### src/rtl/dmac_burst_scheduler.sv
// DMA burst scheduler: splits transfer requests into bursts and paces them against an outstanding-burst credit.
// Define DMAC_BURST_BOUNDARY_SPLIT_EN to keep every burst inside one 2^C_BURST_ALIGN_BITS-byte window.
module dmac_burst_scheduler #(
    parameter int C_ADDR_ALIGN_BITS  = 3,
    parameter int C_BURST_ALIGN_BITS = 7,
    parameter int C_DMA_LENGTH_WIDTH = 24,
    parameter int C_MAX_OUTSTANDING  = 4
) (
    input  logic                          clk,
    input  logic                          resetn,
    input  logic                          enable,
    output logic                          enabled,
    input  logic                          req_valid,
    output logic                          req_ready,
    input  logic [31:C_ADDR_ALIGN_BITS]   req_address,
    input  logic [C_DMA_LENGTH_WIDTH-C_ADDR_ALIGN_BITS-1:0] req_length,
    output logic                          burst_valid,
    input  logic                          burst_ready,
    output logic [31:C_ADDR_ALIGN_BITS]   burst_address,
    output logic [C_BURST_ALIGN_BITS-C_ADDR_ALIGN_BITS-1:0] burst_length,
    output logic                          burst_eot,
    input  logic                          burst_done,
    output logic [3:0]                    outstanding
);
    localparam int B  = C_BURST_ALIGN_BITS - C_ADDR_ALIGN_BITS;
    localparam int L  = C_DMA_LENGTH_WIDTH - C_ADDR_ALIGN_BITS;
    localparam int AW = 32 - C_ADDR_ALIGN_BITS;
    localparam logic [B:0] C_MAX_BEATS = {1'b1, {B{1'b0}}};
    localparam logic [B:0] C_ONE_B     = {{B{1'b0}}, 1'b1};
    localparam logic [L:0] C_ONE_L     = {{L{1'b0}}, 1'b1};

    typedef enum logic {S_IDLE, S_SPLIT} state_t;

    state_t          r_state;
    logic [AW-1:0]   r_addr;
    logic [L-1:0]    r_rem;
    logic            r_enabled;
    logic            r_req_ready;
    logic            r_burst_valid;
    logic [AW-1:0]   r_burst_address;
    logic [B-1:0]    r_burst_length;
    logic            r_burst_eot;
    logic [3:0]      r_outstanding;

    logic [AW-1:0]   w_src_addr;
    logic [L-1:0]    w_src_rem;
    logic [L:0]      w_rem_p1;
    logic [B:0]      w_room;
    logic [B:0]      w_beats;
    logic [B:0]      w_len;
    logic            w_eot;
    logic            w_acc;
    logic            w_req_acc;
    logic            w_slot;
    logic            w_credit;
    logic            w_issue;
    logic            w_valid_next;
    logic            w_idle_next;
    logic            w_enabled_next;
    logic [3:0]      w_out_next;

    // In IDLE the first burst is cut straight from the incoming request so it can be valid the next cycle.
    assign w_src_addr = (r_state == S_IDLE) ? req_address : r_addr;
    assign w_src_rem  = (r_state == S_IDLE) ? req_length  : r_rem;
    assign w_rem_p1   = {1'b0, w_src_rem} + C_ONE_L;

`ifdef DMAC_BURST_BOUNDARY_SPLIT_EN
    assign w_room = C_MAX_BEATS - {1'b0, w_src_addr[B-1:0]};
`else
    assign w_room = C_MAX_BEATS;
`endif

    assign w_eot   = (w_rem_p1 <= {{(L-B){1'b0}}, w_room});
    assign w_beats = w_eot ? w_rem_p1[B:0] : w_room;
    assign w_len   = w_beats - C_ONE_B;

    assign w_acc     = r_burst_valid && burst_ready;
    assign w_req_acc = req_valid && r_req_ready;
    assign w_slot    = !r_burst_valid || burst_ready;

    always_comb begin
        w_out_next = r_outstanding;
        if (w_acc && !burst_done)
            w_out_next = r_outstanding + 4'd1;
        else if (!w_acc && burst_done && (r_outstanding != 4'd0))
            w_out_next = r_outstanding - 4'd1;
    end

    // Credit is judged on the count after this cycle's accept/done, so issue can run back-to-back.
    assign w_credit = (w_out_next < 4'(C_MAX_OUTSTANDING));
    assign w_issue  = enable && w_slot && w_credit &&
                      ((r_state == S_IDLE) ? w_req_acc : !(r_burst_valid && r_burst_eot));

    assign w_valid_next   = w_issue || (r_burst_valid && !burst_ready);
    assign w_idle_next    = (r_state == S_IDLE) ? !w_req_acc
                                                : (!enable || (w_acc && r_burst_eot));
    assign w_enabled_next = enable || (r_enabled && (w_valid_next || (w_out_next != 4'd0)));

    always_ff @(posedge clk) begin
        if (!resetn) begin
            r_state         <= S_IDLE;
            r_addr          <= '0;
            r_rem           <= '0;
            r_enabled       <= 1'b0;
            r_req_ready     <= 1'b0;
            r_burst_valid   <= 1'b0;
            r_burst_address <= '0;
            r_burst_length  <= '0;
            r_burst_eot     <= 1'b0;
            r_outstanding   <= 4'd0;
        end else begin
            r_state       <= w_idle_next ? S_IDLE : S_SPLIT;
            r_enabled     <= w_enabled_next;
            r_req_ready   <= w_idle_next && enable && !w_valid_next;
            r_burst_valid <= w_valid_next;
            r_outstanding <= w_out_next;
            if (w_issue) begin
                r_addr          <= w_src_addr + {{(AW-B-1){1'b0}}, w_beats};
                r_rem           <= w_src_rem - {{(L-B-1){1'b0}}, w_beats};
                r_burst_address <= w_src_addr;
                r_burst_length  <= w_len[B-1:0];
                r_burst_eot     <= w_eot;
            end else if ((r_state == S_IDLE) && w_req_acc) begin
                r_addr <= req_address;
                r_rem  <= req_length;
            end
        end
    end

    assign enabled       = r_enabled;
    assign req_ready     = r_req_ready;
    assign burst_valid   = r_burst_valid;
    assign burst_address = r_burst_address;
    assign burst_length  = r_burst_length;
    assign burst_eot     = r_burst_eot;
    assign outstanding   = r_outstanding;
endmodule
### config.mk
export PLATFORM = sky130hd
export DESIGN_NAME = dmac_burst_scheduler
export DESIGN_NICKNAME = d
export VERILOG_FILES = /design/src/rtl/dmac_burst_scheduler.sv
export SDC_FILE = /design/constraint.sdc
export NUM_CORES = 1
export LEC_CHECK = 0
export ABC_AREA = 0
export BUFFER_PORTS_ARGS = -buffer_cell sky130_fd_sc_hd__buf_2
export CAP_MARGIN = 20
export CORE_MARGIN = 3
export CORE_UTILIZATION = 42
export CTS_BUF_LIST = sky130_fd_sc_hd__clkbuf_4
export CTS_CLUSTER_DIAMETER = 150
export DETAILED_ROUTE_END_ITERATION = 7
export SYNTH_ARGS = -nofsm -noshare
export SYNTH_HDL_FRONTEND = slang
export SYNTH_SLANG_ARGS = --single-unit
export TNS_END_PERCENT = 1
### constraint.sdc
create_clock -name clk -period 9.2 [get_ports clk]
set_clock_uncertainty 0.2 [all_clocks]
set_input_delay 1.38 -clock clk [delete_from_list [all_inputs] [get_ports clk]]
set_output_delay 1.38 -clock clk [all_outputs]
set_load 0.05 [all_outputs]
Yosys cells after proc, flatten, opt, wreduce, memory -nomap -nowiden
Index checks and enable logic that the tools add are counted.
{"block": "op_classes", "n_bitwise": 1, "order_cmp": 2, "mux": 12, "add_sub_neg": 6, "n_reduce_logical": 31}
{"op": "$mux W29", "n": 3}
{"op": "$mux W21", "n": 3}
{"op": "$add A29 B5 Y29", "n": 1}
{"op": "$add A21 B1 Y22 const B", "n": 1}
{"op": "$le A22 B5 Y1 const B", "n": 1}
{"op": "$sub A21 B5 Y21", "n": 1}
{"op": "$logic_and A1 B1 Y1", "n": 15}
{"op": "$logic_not A1 Y1", "n": 8}
{"op": "$mux W4", "n": 2}
{"op": "$reduce_bool A4 Y1", "n": 2}
{"op": "$sub A4 B1 Y4 const B", "n": 2}
{"op": "$logic_or A1 B1 Y1", "n": 5}
{"op": "$mux W5", "n": 1}
{"op": "$add A4 B1 Y4 const B", "n": 1}
{"op": "$lt A4 B3 Y1 const B", "n": 1}
{"op": "$mux W1", "n": 3}
{"op": "$reduce_bool A2 Y1", "n": 1}
{"op": "$not A1 Y1", "n": 1}
{"block": "totals", "in_bits": 56, "output_inout_bits": 41, "wordCells": 62, "register_bits": 92}

Logic depth before layout (Yosys ltp)
Gate-level depths: netlist (run 1).
{"block": "logic_depth", "word_depth": 13, "mapped_depth": 31, "depth_no_buf": 22}

Least setup slack after synthesis (run 1)
No wires, ideal clock.
{"block": "synth_timing", "path_type": "register -> register", "startpoint": "register r_state", "endpoint": "register r_addr[28]", "path_stages_with_launch": 31, "synth_period_minus_slack_ns": 6.774, "slack_ns": 2.426, "n_path_buf": 9, "required_time_ns": 8.909, "t_arrival_ns": 6.483, "setup_ns": 0.091, "path_cell_list": "dfxtp_1 -> buf_6 -> buf_6 -> buf_4 -> buf_4 -> buf_2 -> buf_2 -> buf_2 -> buf_2 -> mux2i_1 -> inv_1 -> ha_1 -> clkbuf_1 -> o21ai_1 -> nor3_1 -> o2111ai_1 -> or4_4 -> nor4_4 -> and2_1 -> ha_1 -> inv_1 -> fa_1 -> nor2b_1 -> o21a_1 -> o21ai_0 -> a2111oi_2 -> nand2_1 -> nor4_1 -> xnor2_1 -> nor2_1 -> a311oi_1"}
{"block": "synth_via", "elab_chain_len": 6, "word_cells_on_any_way": 12, "classes_between": "add/sub (2); order compare (1); mux (5); bitwise (1); reduce/logical (3)"}
{"item": "from (decl)", "line_no": "34", "rtl": "state_t r_state;"}
{"item": "from (signal assigned)", "line_no": "112", "rtl": "r_state <= w_idle_next ? S_IDLE : S_SPLIT;"}
{"item": "$mux W21", "line_no": "64", "rtl": "assign w_src_rem = (r_state == S_IDLE) ? req_length : r_rem;"}
{"item": "$add A21 B1 Y22", "line_no": "65", "rtl": "assign w_rem_p1 = {1'b0, w_src_rem} + C_ONE_L;"}
{"item": "$le A22 B5 Y1", "line_no": "73", "rtl": "assign w_eot = (w_rem_p1 <= {{(L-B){1'b0}}, w_room});"}
{"item": "$mux W5", "line_no": "74", "rtl": "assign w_beats = w_eot ? w_rem_p1[B:0] : w_room;"}
{"item": "$add A29 B5 Y29", "line_no": "118", "rtl": "r_addr <= w_src_addr + {{(AW-B-1){1'b0}}, w_beats};"}
{"item": "$mux W29", "line_no": "117", "rtl": "if (w_issue) begin"}
{"item": "to (signal assigned)", "line_no": "118"}
{"item": "to (signal assigned)", "line_no": "124", "rtl": "r_addr <= req_address;"}
{"item": "to (decl)", "line_no": "35", "rtl": "logic [AW-1:0] r_addr;"}
Parallel ways exist; a longest one is shown, timed or not.
A chain may end at the register's enable or synchronous reset.

Final worst setup path (run 1)
Same ends and word-level chain as after synthesis.

==> results of run 1 <==
-- flip-flops by register name, indices dropped and copies added, names as in the netlist --
register	flops
burst_valid	1
r_rem	21
burst_eot	1
burst_address	29
r_addr	29
outstanding	4
enabled	1
r_state	1
req_ready	1
burst_length	4
-- through the flow --
stage          instances  utilization (%)  power [mW]  worst slack, ps
2_1_floorplan        897                -       0.848             2430
3_3_place_gp        1154             47.3       0.957             2280
3_5_place_dp        1154             47.3       0.958             2060
4_1_cts             1170             48.2        1.20             2530
5_1_grt             1171             48.2        1.27             1830
6_report            1171             48.2        1.19             2530
-- metal layers --
layer | up-vias | global-route usage (%) | part of all wire [%]
met3 | 19 | 4.90 | 6.8
met2 | 221 | 33.0 | 43
met5 | - | 0 | 0.071
li1 | 3376 | - | -
met4 | 4 | 4.33 | 1.3
met1 | 3075 | 31.8 | 49
-- cell families (layout without fill, tap and decap cells) --
logic type | after synthesis | count (layout) | share of synthesized area [%]
adders and majority gates | 12 | 12 | 2.33
and+or+nand+nor | 376 | 376 | 26.5
DFF | 92 | 92 | 27.2
other | 0 | 1 | 0
AOI/OAI and AO/OA | 233 | 233 | 23.9
buffers and inverters | 81 | 143 | 5.25
muxes | 56 | 56 | 8.73
xor gates and xnor gates | 47 | 47 | 6.08
-- worst reg2reg max path, cell delays in order (launching register included) --
cell and delay [ps]:
dfxtp_4 890, mux2i_1 290, inv_1 140, ha_1 350, o21ai_1 260, nor3_1 450, o2111ai_1 210, or4_4 460
nor4_4 250, buf_4 240, and2_1 200, ha_1 180, inv_1 50, fa_1 390, nor2b_1 130, o21a_1 130
o21ai_0 200, a2111oi_2 600, nand2_1 240, nor4_1 270, xnor2_1 160, nor2_1 50, a311oi_1 230
-- placed cells by master, fill, tap and decap left out, types with 14 or more instances in the layout --
master	netlist	routed
a31oi_1	14	14
a211oi_1	22	22
nor3_1	23	23
a311oi_1	18	18
nor2_1	101	100
buf_2	14	96
o21ai_0	38	38
xnor2_1	35	35
nand3_1	30	30
nand2_1	138	137
dfxtp_1	92	91
inv_1	23	22
mux2i_1	39	39
a21oi_1	58	58
-- power groups by stage --
stage	clock network (mW)	registers, mW	logic (mW)
6_report	0.240	0.515	0.436
3_3_place_gp	0	0.523	0.434
4_1_cts	0.250	0.514	0.437
2_1_floorplan	0	0.601	0.247
5_1_grt	0.265	0.524	0.479
3_5_place_dp	0	0.522	0.436
-- area by class of cell --
class,count,area [µm²]
fillers,1576,8020
clock buffers,13,97.6
flip-flops and latches,92,1850
well taps,211,264
diodes,1,2.50
clock inverters,3,47.5
inverters,24,90.1
repair buffers,103,533
multi-input cells,724,4590
-- worst paths after layout --
kind / end / slack, ps
setup / recovery: r_addr[28] / 2530
hold / removal: burst_address[3] / 260
setup reg to reg: r_addr[28] / 2530
hold reg to reg: burst_address[3] / 260
==> impl_results.md, run 1 <==
* Design Area, Final at 7470 µm²
* F_max at 0.150 GHz
* Detailed Route Iter0 Violations at 461
* CTS max path bufs at 2
* HP Start: burst_address[3]
* Psw at 0.489 mW
* Area delta synth->final at 10.3%
* Port Buffers at 96
* Ys async rst share at 0%
* Pin count of the biggest net entering global routing at 92
* Yosys cell types at 77
* Slew HR at 31.8%
* Period utilization at 72.5%
* CTS resizes at 0
* CTS Sinks at 92
* Total grt overflow at 0
* Main flop type after synthesis: dfxtp_1
* Top-count cell post-synth: nand2_1
* Comb power frac at 36.6%
* DRC at 0
* Root Driver: clkbuf_4
* CP max-delay cell: dfxtp_4
* Gate Count Post-Synth at 897
* Hold WS at 261 ps
* Hold Path Depth at 2
* PD cells at 160 nW/µm²
* Slew Limit Fails at 0
* Final WL at 19,600 µm
* Crit-path cells: mux2i_1, inv_1, ha_1, o21ai_1, nor3_1, o2111ai_1, or4_4, nor4_4, buf_4, and2_1, ha_1, inv_1, fa_1, nor2b_1, o21a_1, o21ai_0, a2111oi_2, nand2_1, nor4_1, xnor2_1, nor2_1, a311oi_1
* Via Count at 6,695
* First-pass GRT wire length at 31,900 µm
* Die footprint at 17,700 µm²
* Worst setup SP type: register
* Yosys top cell by area: dfxtp_1
* VDD IR-drop max at 0.118 mV
* CTS Hold Bufs at 0
* DP HPWL at 13,300 µm
* Worst hold path class: register to register
* Synth Net Count at 965
* Core Region at 15,500 µm²
* Placer congestion estimate at 0.897
* Delay-heaviest family, CP: simple AND/OR/NAND/NOR gates
* Setup bufs post-CTS at 0
* Maxcap violations at 0
* Netlist Area Pre-Place at 6770 µm²
* WP data arrival at 6860 ps
* Clk_lat worst skew at 480 ps
* RSZ-0062 raised after global routing: no
* Top post-synthesis cells by count: 138 x nand2_1, 101 x nor2_1, 92 x dfxtp_1
* Minimum clock period at 6670 ps
* IO Pins at 97
* Starting Density at 43.7%
* Pre-Repair DR Iteration Count at 6
* Fin nets at 1,022
* R2r startpoint: r_state
* Initial antenna violation count at 3
* Avg Inst Size Synth at 7.54 µm²
* Critical path capture point type: register
* Seq/Total Area, Yosys at 27.2%
* Post-synth top area share at 27.2%
* Antenna-violating nets left at 0
* Reg power frac at 43.2%
* Drt wl/cell at 16.7 µm
* Setup CP Type: register to register
* Seq cells post-synth at 92
* Final setup fails at 0
* Die Y at 133 µm
* Max FO, Critical Path at 61
* Die width at 133 µm
* Stages on worst setup path at 22
* Total GRT Usage at 21.8%
* Max incr delay on CP at 890 ps
* Vias per std cell at 5.72
* H-tree levels at 3
* CP required at 9390 ps
* Fraction of layout cells with a size suffix above 1 at 15.8%
* Switching Share at 41.0%
* P_leak at 2.82 nW
* Ys Warns at 0
* Power share of the clock group at 20.2%
* CTS Buf Count at 9
* Outcome: complete, no violations
* Critical Path Source: r_state
* Worst reg2reg path depth at 22
* Top post-synthesis cells by area: dfxtp_1 27%, nand2_1 7.7%, mux2i_1 5.8%
* Setup TNS at 0 ps
* CTS tree: built
* Final hold violations at 0
* Int Pwr at 0.703 mW
* Vias in the first global route at 6,146
* # rows at 45
* Clock-pin slew on the worst setup and hold paths at 150 ps
* Worst slew pin tran at 1020 ps
* EDFF count, synth at 0
* Post-DP Area at 7320 µm²
* Bufs and invs on worst path at 3
(Power assumes the default switching activity.)
==> inputs of run 2 (changes only) <==
==> constraint.sdc (replaced) <==
create_clock -name clk -period 5.8 [get_ports clk]
set_clock_uncertainty 0.2 [all_clocks]
set_input_delay 0.87 -clock clk [delete_from_list [all_inputs] [get_ports clk]]
set_output_delay 0.87 -clock clk [all_outputs]
set_load 0.05 [all_outputs]
==> impl_results.md, run 2 (synthesized netlist as in run 1, its figures left out) <==
* CP max-delay cell: dfxtp_4
* CTS Buf Count at 9 (unchanged)
* Worst slew pin tran at 1040 ps (+16.5 ps)
* CTS Sinks at 92 (unchanged)
* Bufs and invs on worst path at 2 (-1)
* Fraction of layout cells with a size suffix above 1 at 17.3% (+1.5 points)
* Commonest non-fill, non-tap cell in the layout: nand2_1
* Fin nets at 1,032 (+0.98%)
* Slew HR at 30.7% (-1.1 points)
* Delay-heaviest family, CP: simple AND/OR/NAND/NOR gates
* Final WL at 20,400 µm (+4.2%)
* Detailed Route Iter0 Violations at 486 (+5.4%)
* Flop2flop setup slack at 450 ps (-2080 ps)
* Clock-pin slew on the worst setup and hold paths at 150 ps (about the same)
* Starting Density at 43.7% (unchanged)
* Total grt overflow at 0 (unchanged)
* Worst setup SP type: register
* Max FO, Critical Path at 13 (-79%)
* CTS Hold Bufs at 0 (unchanged)
* Die width at 133 µm (unchanged)
* Place WS at 82.4 ps (-1980 ps)
* IO Pins at 97 (unchanged)
* Outcome: complete, no violations
* # rows at 45 (unchanged)
* F_max at 0.187 GHz (+25%)
* CTS max path bufs at 2 (unchanged)
* DP HPWL at 13,600 µm (+2.6%)
* Setup CP Type: register to register
* CTS tree: built
* Fillers at 1,608 (+2.0%)
* Pre-Repair DR Iteration Count at 5 (-1)
* H-tree levels at 3 (unchanged)
* Vias in the first global route at 6,306 (+2.6%)
* Most frequent CP cell: nand4b_1
* PD cells at 244 nW/µm² (+53%)
* Vias per std cell at 5.78 (+1.2%)
* Root Driver: clkbuf_4
* Final Non-Filler Cells at 1,180 (+0.77%)
* Critical path capture point type: register
* Placer congestion estimate at 0.857 (-4.5%)
* Minimum clock period at 5350 ps (-1320 ps)
* Die footprint at 17,700 µm² (unchanged)
* Drt wl/cell at 17.3 µm (+3.4%)
* Die Y at 133 µm (unchanged)
* Clk_lat worst skew at 490 ps (about the same)
* Slew Limit Fails at 0 (unchanged)
* DRC at 0 (unchanged)
* Final worst slack at 449 ps (-2080 ps)
* Total GRT Usage at 22.4% (+0.61 points)
* Pin count of the biggest net entering global routing at 110 (+20%)
* Maxcap violations at 0 (unchanged)
* Final hold violations at 0 (unchanged)
* Via Count at 6,825 (+1.9%)
* Antenna-violating nets left at 0 (unchanged)
* Placed Instances at 1,161 (+0.61%)
* WP data arrival at 5550 ps (-1310 ps)
* Core Region at 15,500 µm² (unchanged)
* Period utilization at 92.3% (+20 points)
* VDD IR-drop max at 0.204 mV (+73%)
* Most frequent cells in the layout: 136 x nand2_1, 100 x nor2_1, 96 x buf_2
* Final setup fails at 0 (unchanged)
* Port Buffers at 96 (unchanged)
* P_leak at 2.90 nW (+2.8%)
* First-pass GRT wire length at 33,100 µm (+3.5%)
* CP required at 6000 ps (-3390 ps)
* Diode count at 0 (-1)
* Worst hold path class: register to register
* Max incr delay on CP at 460 ps (-430 ps)
* Area delta synth->final at 12.3%
* Initial antenna violation count at 1 (-2)
* Crit-path cells: buf_6, nand4b_1, a221oi_4, nand4b_1, or3_1, a22o_1, nor4_4, and2_4, ha_1, inv_1, fa_1, nor2b_1, o21a_1, o21ai_2, a2111oi_4, nand2_2, nor4_2, xnor2_1, nor2_1, a311oi_1
## run 2: cell types whose count changed in the layout (fill, tap and decap cells not counted), moves of 2 or more
cell / previous run / this run
clkinv_2: 0 / 4
clkinv_4: 2 / 0
inv_6: 0 / 2
clkbuf_4: 13 / 9
buf_4: 7 / 14
## run 2: layout make-up
class                   instances  area (µm²)  share of cell area (%)
flip-flops and latches         92        1850                    24.3
clock inverters                 7        41.3                   0.543
repair buffers                113         644                    8.48
inverters                      24        90.1                    1.19
well taps                     211         264                    3.47
clock buffers                   9        67.6                   0.889
multi-input cells             724        4640                    61.1
## run 2: worst register-to-register path: stages, from the launching register on
cell and delay (ps):
dfxtp_4 460, buf_6 200, nand4b_1 330, a221oi_4 420, nand4b_1 220, or3_1 390
a22o_1 250, nor4_4 300, and2_4 200, ha_1 150, inv_1 50, fa_1 410
nor2b_1 140, o21a_1 150, o21ai_2 100, a2111oi_4 430, nand2_2 160, nor4_2 260
xnor2_1 150, nor2_1 50, a311oi_1 240
## run 2: where the power goes
group	internal, mW	total (mW)	switching (mW)
clock network	0.0871	0.330	0.243
logic	0.237	0.713	0.475
registers	0.732	0.814	0.0824
total	1.06	1.86	0.801
## run 2: final timing paths
path / endpoint / from / depth (start not counted)
worst max-delay path: r_addr[28] / r_state / 20
worst min-delay path: burst_address[3] / burst_address[3] / 2
worst max register to register: r_addr[28] / r_state / 20
worst min register to register: burst_address[3] / burst_address[3] / 2
## run 2: routing by layer
metal / track usage, % / vias up / routed length (µm)
li1: - / 3403 / -
met1: 32.7 / 3205 / 10000
met2: 33.9 / 188 / 8900
met3: 3.88 / 27 / 1100
met4: 6.24 / 2 / 389
met5: 0 / - / 13
## run 2: repair_timing
action	in CTS	in global routing
gates resized for setup	0	1
buffers inserted	0	3
endpoints found under the setup margin	0	9
## run 2: through the flow
step	setup TNS, ps	area [µm²]	utilization [%]	power [mW]	hold slack, ps
4_1_cts	0	7540	48.7	1.87	269
2_1_floorplan	0	6860	-	1.35	252
6_report	0	7600	49.1	1.86	263
3_3_place_gp	0	7430	48.0	1.53	245
5_1_grt	-2.61	7600	49.1	1.97	284
3_5_place_dp	0	7430	48.0	1.53	249
